--- config.mk ---
export PLATFORM = sky130hd
export DESIGN_NAME = clint_timer
export DESIGN_NICKNAME = d
export VERILOG_FILES = /design/src/rtl/clint_timer_pkg.sv /design/src/rtl/clint_tick.sv /design/src/rtl/clint_timer.sv
export SDC_FILE = /design/constraint.sdc
export NUM_CORES = 1
export LEC_CHECK = 0
export ABC_AREA = 1
export BUFFER_PORTS_ARGS = -buffer_cell sky130_fd_sc_hd__clkbuf_2
export CAP_MARGIN = 20
export CORE_MARGIN = 4
export CORE_UTILIZATION = 31
export CTS_CLUSTER_SIZE = 30
export DETAILED_ROUTE_END_ITERATION = 12
export GPL_TIMING_DRIVEN = 0
export MAX_ROUTING_LAYER = met4
export PLACE_DENSITY = 0.55
export SYNTH_ARGS = -nofsm -noshare
export SYNTH_HDL_FRONTEND = slang
export SYNTH_SLANG_ARGS = --single-unit
export TNS_END_PERCENT = 5
--- constraint.sdc ---
create_clock -name clk -period 13.91 [get_ports clk]
set_clock_uncertainty 0.05 [all_clocks]
set_input_delay 2.0865 -clock clk [delete_from_list [all_inputs] [get_ports clk]]
set_output_delay 2.0865 -clock clk [all_outputs]
set_load 0.005 [all_outputs]
--- src/rtl/clint_timer_pkg.sv ---
// Shared definitions for the CLINT-style machine timer: register map,
// bus FSM encoding, reset values and the byte-strobe merge helper.
package clint_timer_pkg;

  localparam logic [2:0] REG_MTIME_LO    = 3'd0;
  localparam logic [2:0] REG_MTIME_HI    = 3'd1;
  localparam logic [2:0] REG_MTIMECMP_LO = 3'd2;
  localparam logic [2:0] REG_MTIMECMP_HI = 3'd3;
  localparam logic [2:0] REG_MSIP        = 3'd4;

  localparam logic [63:0] MTIMECMP_RST = 64'hFFFF_FFFF_FFFF_FFFF;

  typedef enum logic {
    IDLE = 1'b0,
    ACK  = 1'b1
  } bus_state_t;

  function automatic logic [31:0] merge_strb(input logic [31:0] old,
                                              input logic [31:0] data,
                                              input logic [3:0]  strb);
    logic [31:0] r;
    r = old;
    for (int i = 0; i < 4; i++)
      if (strb[i]) r[8*i +: 8] = data[8*i +: 8];
    return r;
  endfunction

endpackage

--- src/rtl/clint_tick.sv ---
// Prescaler: counts 0..TICK_DIV-1 and flags the last cycle of each period.
module clint_tick
  import clint_timer_pkg::*;
#(
  parameter int TICK_DIV = 25
) (
  input  logic clk,
  input  logic rst,
  output logic tick
);

  localparam int              CW   = (TICK_DIV > 1) ? $clog2(TICK_DIV) : 1;
  localparam logic [CW-1:0]   LAST = CW'(TICK_DIV - 1);

  logic [CW-1:0] cnt;

  // With TICK_DIV=1 the counter is pinned at 0 and tick is constant high.
  assign tick = (cnt == LAST);

  always_ff @(posedge clk or posedge rst) begin
    if (rst)       cnt <= '0;
    else if (tick) cnt <= '0;
    else           cnt <= cnt + 1'b1;
  end

endmodule

--- src/rtl/clint_timer.sv ---
// Memory-mapped machine timer: mtime/mtimecmp/msip over a word bus with a
// two-state request/ready handshake; drives mtip and msip to the CSR block.
module clint_timer
  import clint_timer_pkg::*;
#(
  parameter int TICK_DIV = 25
) (
  input  logic        clk,
  input  logic        rst,
  input  logic        req,
  input  logic        we,
  input  logic [4:0]  addr,
  input  logic [31:0] wdata,
  input  logic [3:0]  wstrb,
  output logic [31:0] rdata,
  output logic        ready,
  output logic        mtip,
  output logic        msip
);

  bus_state_t  state, state_next;
  logic        tick;
  logic [63:0] mtime, mtime_next;
  logic [63:0] mtimecmp, mtimecmp_next;
  logic        msip_q, msip_next;
  logic [31:0] rd_val;
  logic        capture, wr, rd;
  logic [2:0]  idx;
  logic        unused_addr;

  assign unused_addr = ^addr[1:0];

  clint_tick #(.TICK_DIV(TICK_DIV)) u_tick (
    .clk  (clk),
    .rst  (rst),
    .tick (tick)
  );

  assign idx     = addr[4:2];
  assign capture = (state == IDLE) && req;
  assign wr      = capture && we;
  assign rd      = capture && !we;
  assign ready   = (state == ACK);
  assign msip    = msip_q;

  always_comb begin
    state_next = state;
    case (state)
      IDLE:    if (req) state_next = ACK;
      ACK:     state_next = IDLE;
      default: state_next = IDLE;
    endcase
  end

  always_comb begin
    rd_val = 32'h0;
    case (idx)
      REG_MTIME_LO:    rd_val = mtime[31:0];
      REG_MTIME_HI:    rd_val = mtime[63:32];
      REG_MTIMECMP_LO: rd_val = mtimecmp[31:0];
      REG_MTIMECMP_HI: rd_val = mtimecmp[63:32];
      REG_MSIP:        rd_val = {31'h0, msip_q};
      default:         rd_val = 32'h0;
    endcase
  end

  // A write to either mtime half is based on the pre-tick value, so the
  // coinciding increment is dropped and the other half is left untouched.
  always_comb begin
    mtime_next    = tick ? mtime + 64'd1 : mtime;
    mtimecmp_next = mtimecmp;
    msip_next     = msip_q;
    if (wr) begin
      case (idx)
        REG_MTIME_LO:    mtime_next = {mtime[63:32], merge_strb(mtime[31:0], wdata, wstrb)};
        REG_MTIME_HI:    mtime_next = {merge_strb(mtime[63:32], wdata, wstrb), mtime[31:0]};
        REG_MTIMECMP_LO: mtimecmp_next[31:0]  = merge_strb(mtimecmp[31:0], wdata, wstrb);
        REG_MTIMECMP_HI: mtimecmp_next[63:32] = merge_strb(mtimecmp[63:32], wdata, wstrb);
        REG_MSIP:        if (wstrb[0]) msip_next = wdata[0];
        default:         ;
      endcase
    end
  end

  always_ff @(posedge clk or posedge rst) begin
    if (rst) begin
      state    <= IDLE;
      mtime    <= 64'h0;
      mtimecmp <= MTIMECMP_RST;
      msip_q   <= 1'b0;
      mtip     <= 1'b0;
      rdata    <= 32'h0;
    end else begin
      state    <= state_next;
      mtime    <= mtime_next;
      mtimecmp <= mtimecmp_next;
      msip_q   <= msip_next;
      mtip     <= (mtime >= mtimecmp);
      if (rd) rdata <= rd_val;
    end
  end

endmodule

# After elaboration in Yosys (flattened, before gate mapping)
# Cells that the tools add are included.
dict set report word_totals {
  ff_bits 168
  in_bits 45
  output_inout_bits 35
}
dict set report classes {
  add_sub_neg 2
  n_lt_le_gt_ge 1
  n_eq_ne 15
  muxes 11
  bitwise 1
  n_reduce_logical 22
}
# operator n
set op_table {}
lappend op_table {{$pmux W32 S5} 1}
lappend op_table {{$mux W64} 2}
lappend op_table {{$pmux W64 S2} 1}
lappend op_table {{$add A64 B1 Y64 const B} 1}
lappend op_table {{$ge A64 B64 Y1} 1}
lappend op_table {{$mux W8} 4}
lappend op_table {{$reduce_and A3 Y1} 9}
lappend op_table {{$ne A3 B3 Y1 const B} 8}
lappend op_table {{$reduce_and A2 Y1} 8}
lappend op_table {{$eq A3 B2 Y1 const B} 2}
lappend op_table {{$add A5 B1 Y5 const B} 1}
lappend op_table {{$eq A5 B5 Y1 const B} 1}
lappend op_table {{$mux W5} 1}
lappend op_table {{$ne A2 B2 Y1 const B} 2}
lappend op_table {{$eq A3 B1 Y1 const B} 1}
lappend op_table {{$eq A3 B3 Y1 const B} 1}
lappend op_table {{$logic_and A1 B1 Y1} 3}
lappend op_table {{$logic_not A3 Y1} 1}
lappend op_table {{$pmux W1 S2} 1}
lappend op_table {{$logic_not A1 Y1} 1}
lappend op_table {{$mux W1} 1}
lappend op_table {{$not A1 Y1} 1}

# Longest topological paths before layout
# Gate-level depths: netlist (run 1).
dict set report logic_depth {
  word_depth 5
  ltp_mapped 13
  depth_no_buf 13
}

# Modules after synthesis
# Synthesis (run 1) repeated with hierarchy kept, for this count alone.
dict set report hier_totals {
  hier_cells 1616
  area_unflattened_um2 11529.8
}
# module n_inst cells_each area_each_um2 seq_area_each_um2
set modules_own_cells {}
lappend modules_own_cells {clint_timer 1 1586 11280.8 4159.0}
lappend modules_own_cells {clint_tick 1 30 249.0 125.1}

# Worst setup path before layout (run 1)
# No wires, ideal clock.
dict set report synth_path {
  path_kind {in2reg}
  startpoint {input port req}
  endpoint {register mtime[48]}
  setup_ns 0.122
  t_arrival_ns 3.164
  required_time_ns 13.738
  setup_slack_ns 10.574
  stages 10
  n_path_buf 1
  path_cell_list {inv_1 > nor2_2 > nand2_4 > nor2_4 > inv_2 > buf_6 > o21ai_4 > inv_4 > nor2_1 > a21oi_1}
}
dict set report synth_via {
  elab_chain_len 4
  word_cells_on_any_way 6
  classes_between {eq/ne (2); mux (1); reduce/logical (3)}
}
# item line
set synth_rtl {}
lappend synth_rtl {{from (decl)} clint_timer.sv:10} ;# input logic req,
lappend synth_rtl {{$logic_and A1 B1 Y1 (*)} clint_timer.sv:40} ;# assign capture = (state == IDLE) && req;
lappend synth_rtl {{$logic_and A1 B1 Y1 (*)} clint_timer.sv:41} ;# assign wr = capture && we;
lappend synth_rtl {{$ne A3 B3 Y1 (no source line) or $ne A2 B2 Y1 (tied branches)} n/a}
lappend synth_rtl {{$reduce_and A2 Y1 (no source line)} n/a}
lappend synth_rtl {{to (signal assigned)} clint_timer.sv:95} ;# mtime <= mtime_next;
lappend synth_rtl {{to (decl)} clint_timer.sv:23} ;# logic [63:0] mtime, mtime_next;
# Mark *: on every way between the ends. The rest lies on a longest branch, timed or not.
# A chain may end at the register's enable or synchronous reset.

# Final worst setup path (run 1)
dict set report layout_path {
  startpoint {input port addr[2]}
  endpoint {register rdata[10]}
}
dict set report layout_via {
  elab_chain_len 2
  word_cells_on_any_way 6
  classes_between {eq/ne (4); mux (1); reduce/logical (1)}
}
# item line
set layout_rtl {}
lappend layout_rtl {{from (decl)} clint_timer.sv:12} ;# input logic [4:0] addr,
lappend layout_rtl {{$eq A3 B3 Y1 (tied with other cells)} clint_timer.sv:57} ;# case (idx)
lappend layout_rtl {{$pmux W32 S5 (*)} clint_timer.sv:57}
lappend layout_rtl {{to (signal assigned)} clint_timer.sv:99} ;# if (rd) rdata <= rd_val;
lappend layout_rtl {{to (decl)} clint_timer.sv:15} ;# output logic [31:0] rdata,
# Marked as above.

==> metrics.sh, run 1 <==
STATUS='completed'
CLOCK_LATENCY_AT_THE_LATER_PIN_OF_THE_WORST_SKEW_PAIR_NS=0.46
SYNTH_CELL_TYPE_COUNT=50
VIAS_IN_THE_FIRST_GLOBAL_ROUTE=10710
PORT-BUFFER-COUNT=77
CRIT-REG2REG-LAUNCH='mtime[23]'
SYN-MEAN-INSTANCE-AREA_UM2=7.353
POWER-PER-CELL-AREA_nW_PER_UM2=133.1
ASYNC_RESET_FF_SHARE_PCT=100.0
CHIPWIDTH_UM=201.0
GLOBALPLACE.CONGESTION=1.011
FLOORPLAN.CORE_AREA_UM2=36700
CRIT_REQUIRED_NS=14.26
WORST_SETUP_HOLD_PATH_CLK_SLEW_NS=0.07
YS_WARN_COUNT=0
LAYOUT_COMMON_CELLS='sky130_fd_sc_hd__nand2_1 (356), sky130_fd_sc_hd__inv_1 (210), sky130_fd_sc_hd__nor2_1 (153)'
DIE-AREA_UM2=40390
SYNTH_CELLS=1570
LAYOUT_COMMONEST_CELL='sky130_fd_sc_hd__nand2_1'
NUMPLACEDINSTANCES=2116
CP-ENDPOINT='rdata[10]'
FINALNONFILLERCELLS=2148
END_KIND='register'
POST-ROUTE-PERIOD-UTIL_PCT=26.76
CLOCK_PATH_BUFFERS=2
WL_PER_CELL_UM=22.24
NUMBER_OF_ANTENNA_VIOLATIONS_AT_THE_FIRST_CHECK_IN_GLOBAL_ROUTING=1
R2R_END='mtime[44]'
IOPINCOUNT=80
DETAILEDROUTE.FIRSTITERATIONVIOLATIONS=1099
RSZ0062_AT_GRT='no'
POST-CTS-SETUP-BUFFER-COUNT=0
DRCVIOLATIONCOUNT=0
FRACTION_OF_THE_MAPPED_NETLIST_AREA_IN_SIMPLE_LOGIC_GATES_PCT=26.77
REPORT.FINAL.HOLD_VIOL_COUNT=0
SYNTH.CELL_AREA_UM2=11540
RRSETUPSLACK_NS=11.39
SETUP_TOTAL_NEGATIVE_SLACK_NS=0
STARTING_DENSITY_OF_THE_CORE_PCT=31.46
HOLDBUFCOUNTCTS=0
ROUTE.FINAL.WIRE_LENGTH_MM=47.77
DRV_SLEW=0
SYNTH_COMPOUND_AREA_SHARE_PCT=17.14
WORST_SLACK_NS=10.19
FIRSTDRTPASSITERS=6
CRIT_START='addr[2]'
CTS_MAX_LEVEL=4
SETUP_VIOL_COUNT_FINAL=0
DIODES=0
TIMING.CRITICAL_PATH.FANOUT_MAX=10
CTS_REPAIR_RESIZE_COUNT=0
POWER.TOTAL_W=0.001746
GRT.TOTAL_USAGE_PCT=23.90
CTS-ROOT-BUF='sky130_fd_sc_hd__clkbuf_16'
FINAL_LAYOUT_SIZE_SUFFIX_GT1_SHARE_PCT=16.79
ROUTE.DETAILED.VIAS_PER_INST=5.298
POSTSYNTHNETCOUNT=1682
PLACEMENTROWS=70
COMBINATIONAL_FAMILY_WITH_THE_MOST_AREA_AFTER_SYNTHESIS='simple AND/OR/NAND/NOR gates'
CTS_INSERTED_BUFFERS=17
POST-ROUTE-UTIL_PCT=35.76
CRITICAL_PATH_ARRIVAL_NS=4.07
DIE_H_UM=201.0
MIN-DELAY-PATH-CLASS='reg -> reg'
MAXCAPVIOLATIONS=0
LEAK_PWR_nW=6.114
GRT_PASS1_WL_MM=70.12
FINAL_ANTENNA_NET_COUNT=0
CTS_TREE='yes'
SYNTH_TOP_FLOP_CELL='sky130_fd_sc_hd__dfrtp_1'
SYNTH-XOR-AREA-SHARE_PCT=0.9863
SYNTH_MUX_AREA_SHARE_PCT=1.366
PEAKVDDDROP_V=0.00008721
DESIGN.FINAL.NETS=1779
CRIT_TYPE='in -> reg'
YOSYS_REGISTER_BITS=168
FMAX_ACHIEVED_GHz=0.2686
WORST_REG_TO_REG_CELLS=10
PLACEMENT.SETUP.WORST_SLACK_NS=9.716
WORSTSETUPSTARTPOINTTYPE='input port'
GROWTH_OF_DESIGN_AREA_FROM_SYNTHESIS_TO_FINISH_PCT=13.67
SYNTH-EDFF-COUNT=0
POST_SYNTH_ADDER_CELL_AREA_PCT=7.262
FILLERINSTANCES=3965
MAXIMUM_NUMBER_OF_PINS_ON_ONE_NET_BEFORE_GLOBAL_ROUTE_REPAIR=120
WORST_SLEW_PIN_SLEW_NS=1.025
SLEW_HR_PCT=31.69
POST-ROUTE-MIN-PERIOD_NS=3.723
DP.FINAL_HPWL_MM=36.84
CLOCK_SINK_COUNT=168
GLOBALROUTE.TOTALOVERFLOW=0
ROUTED-VIA-COUNT=11380
YOSYSSEQAREASHARE_PCT=37.11
==> worst min path at each step <==
stage	cells after the start	endpoint	from	slack [ns]
2_1_floorplan	1	u_tick.cnt[0]	u_tick.cnt[0]	0.40
3_3_place_gp	1	ready	ready	0.42
3_5_place_dp	1	ready	ready	0.43
4_1_cts	1	ready	ready	0.44
5_1_grt	1	u_tick.cnt[0]	u_tick.cnt[0]	0.47
6_report	1	ready	ready	0.43
==> critical path, cell delays in order <==
cell	delay (ns)
sky130_fd_sc_hd__clkbuf_2	0.14
sky130_fd_sc_hd__nor3_4	0.48
sky130_fd_sc_hd__clkbuf_1	0.78
sky130_fd_sc_hd__nand2_1	0.19
sky130_fd_sc_hd__o2111ai_1	0.18
sky130_fd_sc_hd__mux2_2	0.20
==> registers in the layout, summed over array words and instances, names as in the netlist <==
signal and cells:
msip 1, mtimecmp 64, mtime 64, rdata 32, u_tick.cnt 5, mtip 1, ready 1
==> stage by stage <==
stage,hold WS [ns],instance area [um^2]
after detailed placement,0.4267,12550
final,0.4323,13120
after floorplan,0.4014,11540
after global placement,0.4194,12510
after CTS,0.4359,13120
after global routing,0.4668,13120
==> synthesized netlist by cell type (20+ instances only) <==
master                    instances  area, um^2
sky130_fd_sc_hd__dfstp_2         64        1682
sky130_fd_sc_hd__a21oi_1        115       575.6
sky130_fd_sc_hd__o22ai_1         39       244.0
sky130_fd_sc_hd__nand2_1        356        1336
sky130_fd_sc_hd__o21ai_0        129       645.6
sky130_fd_sc_hd__dfrtp_1        104        2603
sky130_fd_sc_hd__nor2_2          20       125.1
sky130_fd_sc_hd__nor2_1         153       574.3
sky130_fd_sc_hd__inv_1          211       792.0
sky130_fd_sc_hd__nand4_1         25       156.4
sky130_fd_sc_hd__nand3_1         86       430.4
sky130_fd_sc_hd__ha_1            67       838.3
sky130_fd_sc_hd__a22oi_1         20       150.1
==> final cells by class <==
class	instances	area, um^2	area share [%]
sequential	168	4284	32.65
multi-input combinational	1135	6178	47.09
timing repair buffer	78	412.9	3.147
clock buffer	25	475.5	3.624
inverter	224	850.8	6.484
clock inverter	7	96.34	0.7342
tap	468	585.6	4.463
buffer	43	237.7	1.812
==> power breakdown <==
part           internal (W)  switching [W]  total, W
clock network      0.000274       0.000214  0.000488
logic              0.000185       0.000311  0.000496
registers          0.000625       0.000137  0.000761
==> routing by layer <==
| layer | track usage [%] | vias to the layer above | wire length (um) |
|---|---|---|---|
| li1 | - | 5403 | - |
| met1 | 33.30 | 5478 | 22260 |
| met2 | 35.42 | 428 | 20980 |
| met3 | 4.394 | 71 | 3230 |
| met4 | 7.350 | 0 | 1293 |
| met5 | - | - | 0 |
==> cell families after synthesis <==
group,Yosys count
fa+ha+maj,67
mux,14
simple gates,696
xor+xnor,13
compound gates,345
flops,168
buf+inv,267
Power figures use the tool's default switching activity.
==> inputs of run 2 (changes only) <==
--- a/config.mk
+++ b/config.mk
@@ -5,7 +5,7 @@
 export SDC_FILE = /design/constraint.sdc
 export NUM_CORES = 1
 export LEC_CHECK = 0
-export ABC_AREA = 1
+export ABC_AREA = 0
 export BUFFER_PORTS_ARGS = -buffer_cell sky130_fd_sc_hd__clkbuf_2
 export CAP_MARGIN = 20
 export CORE_MARGIN = 4
@@ -14,7 +14,7 @@
 export DETAILED_ROUTE_END_ITERATION = 12
 export GPL_TIMING_DRIVEN = 0
 export MAX_ROUTING_LAYER = met4
-export PLACE_DENSITY = 0.55
+export PLACE_DENSITY = 0.56
 export SYNTH_ARGS = -nofsm -noshare
 export SYNTH_HDL_FRONTEND = slang
 export SYNTH_SLANG_ARGS = --single-unit
==> constraint.sdc (replaced) <==
create_clock -name clk -period 3.1 [get_ports clk]
set_clock_uncertainty 0.05 [all_clocks]
set_input_delay 0.465 -clock clk [delete_from_list [all_inputs] [get_ports clk]]
set_output_delay 0.465 -clock clk [all_outputs]
set_load 0.005 [all_outputs]
==> run 2 against run 1 <==
The run now ends with negative setup slack left. Critical path depth increased by 1. Combinational power grew to 4.0 times the previous value. Via count is 10% lower. Register-to-register slack lost 11 ns. Setup slack worse by 10 ns. Area after synthesis is 8.3% lower. Wire length decreased by 11%. Non-clock buffer count increased by 25. Clock power rose to 5.1 times the previous value. Core utilization increased by 1.0 points. Critical path type is now reg -> reg. Critical endpoint is now mtime[9]. Largest power group unchanged.
==> metrics.sh, run 2 <==
WORST_SLEW_PIN_SLEW_NS=1.065
PLACEMENT.SETUP.WORST_SLACK_NS=-0.9746
CRIT-REG2REG-LAUNCH='ready'
REPORT.FINAL.HOLD_VIOL_COUNT=0
LAYOUT_COMMONEST_CELL='sky130_fd_sc_hd__nand2_1'
POWER.TOTAL_W=0.007670
VIAS_IN_THE_FIRST_GLOBAL_ROUTE=9923
CHIPWIDTH_UM=192.8
GRT_PASS1_WL_MM=63.42
WL_PER_CELL_UM=24.43
TIMING.CRITICAL_PATH.FANOUT_MAX=10
CRIT_TYPE='reg -> reg'
SYNTH_CELLS=1170
SYN-MEAN-INSTANCE-AREA_UM2=9.048
FINAL_ANTENNA_NET_COUNT=0
MAXCAPVIOLATIONS=0
PORT-BUFFER-COUNT=76
RRSETUPSLACK_NS=-0.02
SYNTHTOPCELLSBYAREA='sky130_fd_sc_hd__dfrtp_1 (25%), sky130_fd_sc_hd__dfstp_2 (16%), sky130_fd_sc_hd__ha_1 (7.9%)'
DETAILEDROUTE.FIRSTITERATIONVIOLATIONS=852
ROUTE.FINAL.WIRE_LENGTH_MM=42.47
HIGHEST_DELAY_CELL_ALONG_THE_CRITICAL_PATH='sky130_fd_sc_hd__clkbuf_1'
POST-ROUTE-PERIOD-UTIL_PCT=100.6
ASYNC_RESET_FF_SHARE_PCT=100.0
FMAX_ACHIEVED_GHz=0.3207
CRITICAL_PATH.TOP_DELAY_FAMILY='buffers and inverters'
YOSYS_REGISTER_BITS=168
SYNTH_COMMON_CELLS='sky130_fd_sc_hd__nand2_1 (129), sky130_fd_sc_hd__dfrtp_1 (104), sky130_fd_sc_hd__o21ai_0 (102)'
SYNTH_TOP_FLOP_CELL='sky130_fd_sc_hd__dfrtp_1'
CRIT_REQUIRED_NS=3.34
CTS_MAX_LEVEL=4
R2R_END='mtime[9]'
SYNTH.CELL_AREA_UM2=10590
LAYOUT_COMMON_CELLS='sky130_fd_sc_hd__nand2_1 (129), sky130_fd_sc_hd__dfrtp_1 (104), sky130_fd_sc_hd__o21ai_0 (102)'
YS_WARN_COUNT=0
DRV_SLEW=0
GLOBALROUTE.TOTALOVERFLOW=0
SYNTH_CELL_TYPE_COUNT=72
GROWTH_OF_DESIGN_AREA_FROM_SYNTHESIS_TO_FINISH_PCT=16.83
CRITICAL_PATH_BUFFER_AND_INVERTER_COUNT=2
DESIGN.FINAL.NETS=1389
POSTSYNTHNETCOUNT=1282
ROUTED-VIA-COUNT=10200
NETLIST.TOP_CELL.BY_AREA='sky130_fd_sc_hd__dfrtp_1'
CRITICAL_PATH_ARRIVAL_NS=3.36
SYNTH_TOP_AREA_SHARE_PCT=24.58
IOPINCOUNT=80
GLOBALPLACE.CONGESTION=0.9624
CRIT_PATH_CELL_TRACE='and3b_1 > nand2_1 > clkbuf_1 > clkbuf_1 > o21ai_0 > o21ai_0 > o21ai_0'
VIOLATED_CHECKS='negative setup slack'
WORSTSETUPSTARTPOINTTYPE='register'
DIE-AREA_UM2=37170
WORST_REG_TO_REG_CELLS=7
POWER-PER-CELL-AREA_nW_PER_UM2=620.1
NUMBER_OF_ANTENNA_VIOLATIONS_AT_THE_FIRST_CHECK_IN_GLOBAL_ROUTING=0
DIODES=0
PLACEMENTROWS=67
SETUP_VIOL_COUNT_FINAL=1
LEAK_PWR_nW=5.083
STARTING_DENSITY_OF_THE_CORE_PCT=31.49
CP_SLOWEST_STAGE_DELAY_NS=0.64
WORST_SLACK_NS=-0.01866
DRCVIOLATIONCOUNT=0
CLOCK_SINK_COUNT=168
FINAL_LAYOUT_SIZE_SUFFIX_GT1_SHARE_PCT=21.63
PEAKVDDDROP_V=0.0004089
FILLERINSTANCES=3466
MIN-DELAY-PATH-CLASS='in -> async'
YOSYSSEQAREASHARE_PCT=40.47
DIE_H_UM=192.8
FLOORPLAN.CORE_AREA_UM2=33620
CTS-ROOT-BUF='sky130_fd_sc_hd__clkbuf_16'
RSZ0062_AT_GRT='yes'
WORST_SETUP_HOLD_PATH_CLK_SLEW_NS=0.08
BIGGESTREGSBYFLOPS='mtime x64, mtimecmp x64, rdata x32'
POST-ROUTE-MIN-PERIOD_NS=3.119
FIRSTDRTPASSITERS=8
SYNTH-EDFF-COUNT=0
ROUTE.DETAILED.VIAS_PER_INST=5.867
END_KIND='register'
CLOCK_LATENCY_AT_THE_LATER_PIN_OF_THE_WORST_SKEW_PAIR_NS=0.45
MAXIMUM_NUMBER_OF_PINS_ON_ONE_NET_BEFORE_GLOBAL_ROUTE_REPAIR=41
GRT.TOTAL_USAGE_PCT=23.63
DP.FINAL_HPWL_MM=31.18
SLEW_HR_PCT=28.99
CTS_INSERTED_BUFFERS=17
WORST_PATH_MOST_REPEATED_CELL='sky130_fd_sc_hd__o21ai_0'
CTS_TREE='yes'
CLOCK_PATH_BUFFERS=2
STATUS='finished, violations left'
SYNTH.MOST_COMMON_CELL='sky130_fd_sc_hd__nand2_1'
==> run 2: where the power goes <==
part	switching, W	internal, W	total [W]
logic	0.00113	0.000848	0.00198
registers	0.000511	0.00268	0.00319
clock network	0.000959	0.00154	0.00250
total	0.00260	0.00507	0.00767
==> run 2: area by class of cell <==
type | count | area [um^2] | share of cell area [%]
Tap cell | 448 | 560.5 | 4.532
Buffer | 58 | 244.0 | 1.973
Inverter | 86 | 326.6 | 2.640
Clock inverter | 11 | 217.7 | 1.760
Clock buffer | 21 | 450.4 | 3.642
Sequential cell | 168 | 4284 | 34.64
Multi-Input combinational cell | 858 | 5769 | 46.65
Timing Repair Buffer | 88 | 515.5 | 4.168
==> run 2: worst max-delay path by stage <==
| stage | depth (start not counted) | to | startpoint | slack, ns |
|---|---|---|---|---|
| global placement | 8 | mtime[18] | addr[3] | -0.92 |
| floorplan | 1 | msip | rst | 0.50 |
| detailed placement | 8 | mtime[25] | addr[2] | -0.97 |
| finish | 7 | mtime[9] | ready | -0.02 |
| CTS | 7 | mtip | mtimecmp[62] | 0.006 |
| global route | 7 | mtime[9] | ready | -0.1 |
==> run 2: logic make-up (layout without fill, tap and decap cells) <==
logic type	count (synthesis)	in the layout	share of synthesized area, %
AO/OA/AOI/OAI	337	337	20.38
XOR/XNOR	5	5	0.4136
adder cells (fa/ha/maj)	67	67	7.919
buffers and inverters	144	264	5.295
flip-flops	168	168	40.47
multiplexers	73	73	7.670
AND/OR/NAND/NOR	376	376	17.86
==> run 2: repair_timing <==
action | 4_1_cts | 5_1_grt
cloned | 0 | 0
setup buffers | 2 | 4
hold buffers | 0 | 0
pin swaps | 1 | 2
setup endpoints to repair | 30 | 63
resized for setup | 5 | 7
==> run 2: through the flow <==
stage	utilization [%]	area, um^2	instances	hold WS (ns)	setup TNS, ns
2_1_floorplan	-	10590	1170	0.4047	0
3_3_place_gp	34.30	11530	1694	0.4156	-113.25
3_5_place_dp	34.57	11620	1700	0.4195	-36.00
4_1_cts	36.65	12320	1734	0.07898	0
5_1_grt	36.79	12370	1738	0.1045	-0.1474
6_report	36.79	12370	1738	0.05561	-0.01866
==> run 2: worst register-to-register path: stages (launching register included) <==
cell                       delay [ns]
sky130_fd_sc_hd__dfrtp_1         0.39
sky130_fd_sc_hd__and3b_1         0.26
sky130_fd_sc_hd__nand2_1         0.30
sky130_fd_sc_hd__clkbuf_1        0.64
sky130_fd_sc_hd__clkbuf_1        0.57
sky130_fd_sc_hd__o21ai_0         0.38
sky130_fd_sc_hd__o21ai_0         0.24
sky130_fd_sc_hd__o21ai_0         0.13
==> run 2: metal layers <==
| metal | part of all wire, % | up-vias | global-route usage (%) |
|---|---|---|---|
| met2 | 45 | 476 | 35.72 |
| met3 | 7.3 | 98 | 3.944 |
| met1 | 44 | 5047 | 31.92 |
| met5 | 0 | - | - |
| li1 | - | 4576 | - |
| met4 | 3.6 | 0 | 8.749 |
